$ cat src/rtl/tg_phase_controller.sv
// -----------------------------------------------------------------------------
// tg_phase_controller
//
// Sequences one traffic-generator test run: a generate phase of programmed
// length, a drain phase that waits for the sink to catch up with the
// generator, then done. All outputs are Moore, decoded from registered state.
//
// Optional feature: define PHASE_CTRL_TIMEOUT_EN to compile in the drain
// counter and the forced drain-phase completion after DRAIN_TIMEOUT cycles.
// Without it, DRAIN waits indefinitely and o__timeout is tied low.
//
// Parameters:
//   CNT_W          width of every counter-valued port (CounterSignal)
//   DRAIN_TIMEOUT  maximum drain-phase cycles before forced completion
//
// Ports:
//   clk                clock, rising edge
//   reset              asynchronous active-low reset
//   i__start           one-cycle pulse; starts a run from IDLE or DONE
//   i__abort           return to IDLE from any state, clearing counters
//   i__gen_cycles      generate-phase length in cycles
//   i__num_pkts_sent   packets accepted by the PIFO (generator count)
//   i__total_packets   generator packet budget
//   i__num_pkts_recv   packets dequeued (sink count)
//   o__generate_phase  high for every generate-phase cycle
//   o__phase_count     index of the current generate cycle
//   o__drain_phase     high in DRAIN; enables PIFO dequeue
//   o__done            high in DONE
//   o__timeout         sticky drain-timeout flag
//   o__state           IDLE=0, GENERATE=1, DRAIN=2, DONE=3
//
// state    | meaning
// ---------+-----------------------------------------------------------
// IDLE     | no run active; waiting for start
// GENERATE | generator strobed; phase count advancing
// DRAIN    | dequeue enabled; waiting for recv to reach sent
// DONE     | run finished; counters hold until start or abort
// -----------------------------------------------------------------------------
module tg_phase_controller #(
    parameter int unsigned CNT_W         = 32,
    parameter int unsigned DRAIN_TIMEOUT = 4096
) (
    input  logic             clk,
    input  logic             reset,
    input  logic             i__start,
    input  logic             i__abort,
    input  logic [CNT_W-1:0] i__gen_cycles,
    input  logic [CNT_W-1:0] i__num_pkts_sent,
    input  logic [CNT_W-1:0] i__total_packets,
    input  logic [CNT_W-1:0] i__num_pkts_recv,
    output logic             o__generate_phase,
    output logic [CNT_W-1:0] o__phase_count,
    output logic             o__drain_phase,
    output logic             o__done,
    output logic             o__timeout,
    output logic [1:0]       o__state
);

    typedef enum logic [1:0] {
        S_IDLE     = 2'd0,
        S_GENERATE = 2'd1,
        S_DRAIN    = 2'd2,
        S_DONE     = 2'd3
    } state_t;

    state_t           state, state_nxt;
    logic [CNT_W-1:0] phase_cnt, phase_nxt;
    logic             gen_exit;
    logic             drain_complete;

    // Phase count never advances past the cycle that leaves GENERATE, so the
    // last generate index stays visible during DRAIN and DONE.
    assign gen_exit = (phase_cnt == (i__gen_cycles - CNT_W'(1))) ||
                      (i__num_pkts_sent >= i__total_packets);
    assign drain_complete = (i__num_pkts_recv >= i__num_pkts_sent);

`ifdef PHASE_CTRL_TIMEOUT_EN
    localparam logic [31:0] DRAIN_LAST = 32'(DRAIN_TIMEOUT - 1);

    logic [31:0] drain_cnt, drain_nxt;
    logic        timeout_q, timeout_nxt;

    always_ff @(posedge clk or negedge reset) begin
        if (!reset) begin
            drain_cnt <= '0;
            timeout_q <= 1'b0;
        end else begin
            drain_cnt <= drain_nxt;
            timeout_q <= timeout_nxt;
        end
    end

    assign o__timeout = timeout_q;
`else
    // DRAIN_TIMEOUT has no effect without the drain counter.
    logic unused_drain_timeout;
    assign unused_drain_timeout = ^DRAIN_TIMEOUT;
    assign o__timeout = 1'b0;
`endif

    always_ff @(posedge clk or negedge reset) begin
        if (!reset) begin
            state     <= S_IDLE;
            phase_cnt <= '0;
        end else begin
            state     <= state_nxt;
            phase_cnt <= phase_nxt;
        end
    end

    always_comb begin
        state_nxt = state;
        phase_nxt = phase_cnt;
`ifdef PHASE_CTRL_TIMEOUT_EN
        drain_nxt   = drain_cnt;
        timeout_nxt = timeout_q;
`endif
        if (i__abort) begin
            state_nxt = S_IDLE;
            phase_nxt = '0;
`ifdef PHASE_CTRL_TIMEOUT_EN
            drain_nxt   = '0;
            timeout_nxt = 1'b0;
`endif
        end else begin
            case (state)
                S_IDLE, S_DONE: begin
                    if (i__start) begin
                        phase_nxt = '0;
`ifdef PHASE_CTRL_TIMEOUT_EN
                        drain_nxt   = '0;
                        timeout_nxt = 1'b0;
`endif
                        state_nxt = (i__gen_cycles != '0) ? S_GENERATE : S_DRAIN;
                    end
                end
                S_GENERATE: begin
                    if (gen_exit) begin
                        state_nxt = S_DRAIN;
`ifdef PHASE_CTRL_TIMEOUT_EN
                        drain_nxt = '0;
`endif
                    end else if (phase_cnt != '1) begin
                        phase_nxt = phase_cnt + CNT_W'(1);
                    end
                end
                S_DRAIN: begin
                    // Completion is checked first so it wins over a
                    // coincident timeout.
                    if (drain_complete) begin
                        state_nxt = S_DONE;
`ifdef PHASE_CTRL_TIMEOUT_EN
                    end else if (drain_cnt == DRAIN_LAST) begin
                        state_nxt   = S_DONE;
                        timeout_nxt = 1'b1;
                    end else begin
                        drain_nxt = drain_cnt + 32'd1;
`endif
                    end
                end
                default: state_nxt = S_IDLE;
            endcase
        end
    end

    assign o__state          = state;
    assign o__phase_count    = phase_cnt;
    assign o__generate_phase = (state == S_GENERATE);
    assign o__drain_phase    = (state == S_DRAIN);
    assign o__done           = (state == S_DONE);

endmodule
$ cat config.mk
export PLATFORM = sky130hd
export DESIGN_NAME = tg_phase_controller
export DESIGN_NICKNAME = d
export VERILOG_FILES = /design/src/rtl/tg_phase_controller.sv
export SDC_FILE = /design/constraint.sdc
export NUM_CORES = 1
export LEC_CHECK = 0
export CAP_MARGIN = 10
export CORE_UTILIZATION = 50
export DETAILED_ROUTE_END_ITERATION = 10
export PLACE_DENSITY = 0.88
export SYNTH_ARGS = -nofsm -noshare
export SYNTH_HDL_FRONTEND = slang
export SYNTH_SLANG_ARGS = --single-unit
$ cat constraint.sdc
create_clock -name clk -period 8.5 [get_ports clk]
set_clock_uncertainty 0.2 [all_clocks]
set_input_delay 1.7 -clock clk [delete_from_list [all_inputs] [get_ports clk]]
set_output_delay 1.7 -clock clk [all_outputs]
set_load 0.03 [all_outputs]
==> results.md <==
- The run finished with clean final reports.
- Entering global routing, the biggest net connects 35 pins.
- The hold violation total from the final report was 0.
- The synthesized flop and latch total is 34.
- Traced cell by cell, the critical path runs through clkdlybuf4s50_1 > inv_1 > ha_1 > nor3b_2 > nand4_1 > o21ai_0 > o311ai_0 > nor4_1 > o2111ai_1 > or3_1 > o21ai_2 > nand2_1 > a21oi_1.
- The number of enable-type register cells in the synthesized netlist is 0.
- The register share of total power is 26.7%.
- The global-route wire length before repair is 25300 um.
- The smallest clock period supported by the final layout is computed as 5.74 ns.
- Of the synthesized area, sequential elements account for 18.1%.
- The standby leakage power is 0.00289 uW.
- The detailed router finished its first iteration with 445 violations.
- For this run the aggregate overflow at the end of global routing stands at 0.
- In this run the critical register-to-register path is captured at o__phase_count[25].
- The later pin in the worst-skew pair is clocked with a latency of 0.30 ns.
- The number of buffers added on ports is 168.
- The required time reported for the critical path endpoint is 8.52 ns.
- The CTS buffer count is 5.
- Max-cap violations in this run came to 0.
- The slew at the pin closest to its max-slew limit is 0.873 ns.
- Of the available clock period, the critical path in the final layout requires 67.5%.
- TritonCTS built the clock tree.
- The die covers 0.00980 sq mm.
- By area the synthesized netlist is led by sky130_fd_sc_hd__ha_1, sky130_fd_sc_hd__dfrtp_1, sky130_fd_sc_hd__inv_1.
- Buffers inserted to repair hold after CTS numbered 0.
- Counting both buffers and inverters, the worst setup path holds a total of 2.
- For this run, the slowest stage of the critical path takes 0.53 ns.
- Measured along the y axis, the die boundary spans 99.0 um.
- Measured against its own limit, the worst slew margin works out to 41.2%.
- The worst hold path class is reg2reg.
- The setup-violating endpoint count in the final report is 0.
- The post-detailed-route wirelength per cell is 18.0 um.
- In this run the most critical hold path is launched from o__state[1].
- The total of fill cells in the finished design is 724.
- The kind of capture point of the worst setup path is a flip-flop.
- Setup repair after global routing left no endpoint under its margin.
- The final-report max-slew violation count was 0.
- The logic depth of the worst register-to-register path is 9.
- The register-to-register setup slack is 4.92 ns.
- Data arrives at the worst endpoint at 5.76 ns.
- 170 I/O pins were placed.
- The library cell used as clock root buffer is sky130_fd_sc_hd__clkbuf_8.
- The total number of vias is 5391.
- The initialized floorplan defines 35 standard-cell rows.
- The clock input transition at the sequential cells of the worst setup and hold paths is 0.07 ns.
- The die width is 99.0 um.
- Synthesis produced a netlist whose cell count is 602.
- The overall routing resource usage is 32.3%.
- The initial standard-cell utilization of the core is 51.2%.
- The sum of negative setup slack is 0 ns.
- The residual DRC count is 0.
- The flip-flop cell with the highest count after synthesis is sky130_fd_sc_hd__dfrtp_1.
- The number of resized instances in the post-cts repair step is 0.
- Internal power comes to 389 uW.
- Among cell families on the critical path, the largest total delay comes from simple AND/OR/NAND/NOR gates.
- The most area-hungry cell type in the Yosys netlist is sky130_fd_sc_hd__ha_1.
- In this run, the combinational gates consume 54.5% of the power.
- By startpoint and endpoint, the worst setup path is classified as in2reg.
- The share of flip-flops with an asynchronous set or reset is 100%.
- Routability-driven placement finished with a final weighted congestion of 0.914.
- The net switching power is 275 uW.
- The area growth from synthesis to layout is 39.1%.
- Static timing analysis puts the maximum clock frequency at 174 MHz.
- After synthesis, the netlist uses 66 different library cells.
- Once placement completed, the tool counted placed cells totaling 869.
- The number of standard cells in the final layout excluding fillers is 877.
- The fraction of final layout cells with drive strength greater than 1 is 3.52%.
- The antenna diode count is 0.
- At the end of the flow, the number of nets in the layout was 967.
- The sort of element at the start of the critical path is an input port.
- The share of synthesized area in the top cell type comes to 18.6%.
- The clock network accounts for 18.8% of the total power.
- Counting instances in the post-synthesis netlist gives the leading cell types as sky130_fd_sc_hd__inv_1, sky130_fd_sc_hd__ha_1, sky130_fd_sc_hd__a21oi_1.
- Of the total power, the share spent switching nets is 41.4%.
- The core region is 0.00920 sq mm.
- Yosys printed 0 warnings.
- Averaged over all synthesized cells, the footprint is 7.82 sq um.
- Summed over all nets, the half-perimeter wirelength after detailed placement is 13000 um.
- The via count of the first global-routing pass is 5506.
- The net count of the mapped netlist is 804.
- The first element of the critical path is i__gen_cycles[0].
- Dividing total power by cell area gives a power density of 101 mW/mm^2.
- The slowest cell on the critical path is sky130_fd_sc_hd__o21ai_2.
- The clock sink total is 34.
- The initial antenna violation count is 0.
- The most used standard cell by instance count after synthesis is sky130_fd_sc_hd__inv_1.
- For this block, the routed nets add up to 15800 um of wire.
- The antenna violation net count after detailed routing is 0.
- The area of the mapped netlist is 0.00471 sq mm.
- No sink is reached through more buffers than the 2 on the longest clock path.
- The endpoint of the worst hold-timing path is o__state[1].
- The start of the worst register-to-register path is o__phase_count[2].
- The cell depth of the worst hold path is 2.
- The first-pass iteration count of the detailed router is 5.
- The maximum vdd drop is 0.0000791 V.
- The largest fanout on the critical path is 14.
- The total number of H-tree levels is 2.
- After clock tree synthesis, the setup repair step added 0 buffers.
- Using the TritonRoute via totals, the vias-per-cell ratio works out to 6.15.
## cell usage in the layout (no fill, tap or decap), drive strengths merged, types with 5 or more instances in the layout
| master | netlist | routed |
|---|---|---|
| nor2b | 9 | 9 |
| inv | 80 | 80 |
| ha | 70 | 70 |
| clkbuf | 8 | 7 |
| xor2 | 18 | 18 |
| o211ai | 8 | 8 |
| clkdlybuf4s50 | 0 | 168 |
| nor3 | 13 | 13 |
| nor2 | 36 | 36 |
| nand2b | 9 | 9 |
| a21oi | 38 | 38 |
| or4 | 13 | 13 |
| nor4 | 20 | 20 |
| xnor2 | 23 | 23 |
| a31oi | 6 | 6 |
| nand4 | 20 | 20 |
| o21ai | 29 | 29 |
| nand2 | 32 | 32 |
| and3 | 5 | 5 |
| nand3 | 24 | 24 |
| dfrtp | 34 | 34 |
| or3 | 12 | 12 |
| a21o | 22 | 22 |
## layout make-up
class	count	area [sq um]	share of cell area, %
multi-input cells	473	3460	52.9
clock inverters	1	5.00	0.0764
well taps	111	139	2.12
repair buffers	171	1700	26.0
inverters	80	300	4.59
flip-flops and latches	34	851	13.0
clock buffers	7	86.3	1.32
## metal layers
| layer | global-route usage (%) | part of all wire, % |
|---|---|---|
| met2 | 58.2 | 49 |
| met3 | 6.60 | 8.1 |
| met1 | 36.9 | 40 |
| met4 | 13.8 | 3.1 |
| met5 | 0 | 0 |
## per-stage QoR
step	setup WS (ns)	hold slack, ns	cell area [sq um]	total power [uW]	utilization (%)
after CTS	2.83	0.428	6550	659	71.2
after global placement	2.63	0.407	6460	523	70.2
after global routing	2.44	0.462	6550	701	71.2
after detailed placement	2.58	0.418	6460	534	70.2
final	2.76	0.424	6550	663	71.2
after floorplan	3.83	0.510	4710	383	-
## worst max-delay path by stage
stage	to	slack, ns	cells past startpoint
5_1_grt	o__phase_count[28]	2.44	13
3_3_place_gp	o__phase_count[28]	2.63	10
2_1_floorplan	o__state[1]	3.83	13
3_5_place_dp	o__phase_count[28]	2.58	13
4_1_cts	o__phase_count[25]	2.83	13
6_report	o__phase_count[25]	2.76	13
## sequential cells by signal, indices dropped and copies added (netlist names)
register and cells:
o__phase_count 32, o__state 2
## worst min-delay path, delay by kind of cell, from the launching register on
| family | cells | cell delay (ns) |
|---|---|---|
| buffers and inverters | 1 | 0.10 |
| flip-flops | 1 | 0.42 |
| AO/OA/AOI/OAI | 1 | 0.06 |
## cells by family (layout without fill, tap and decap cells)
kind of cell    count (synthesis)  count (layout)  synth area share [%]
xor+xnor                       41              41                  7.63
flops                          34              34                  18.1
mux                             2               2                 0.425
buf+inv                        95             259                  8.35
other cells                     1               1                0.0797
simple gates                  207             207                  24.9
compound gates                152             152                  21.9
fa+ha+maj                      70              70                  18.6
## power by group through the flow
stage          Sequential [uW]  Combinational, uW  Clock [uW]
2_1_floorplan              188                195           0
3_3_place_gp               180                343           0
3_5_place_dp               180                354           0
4_1_cts                    177                357         125
5_1_grt                    178                391         132
6_report                   177                362         124
Power figures use the tool's default switching activity.
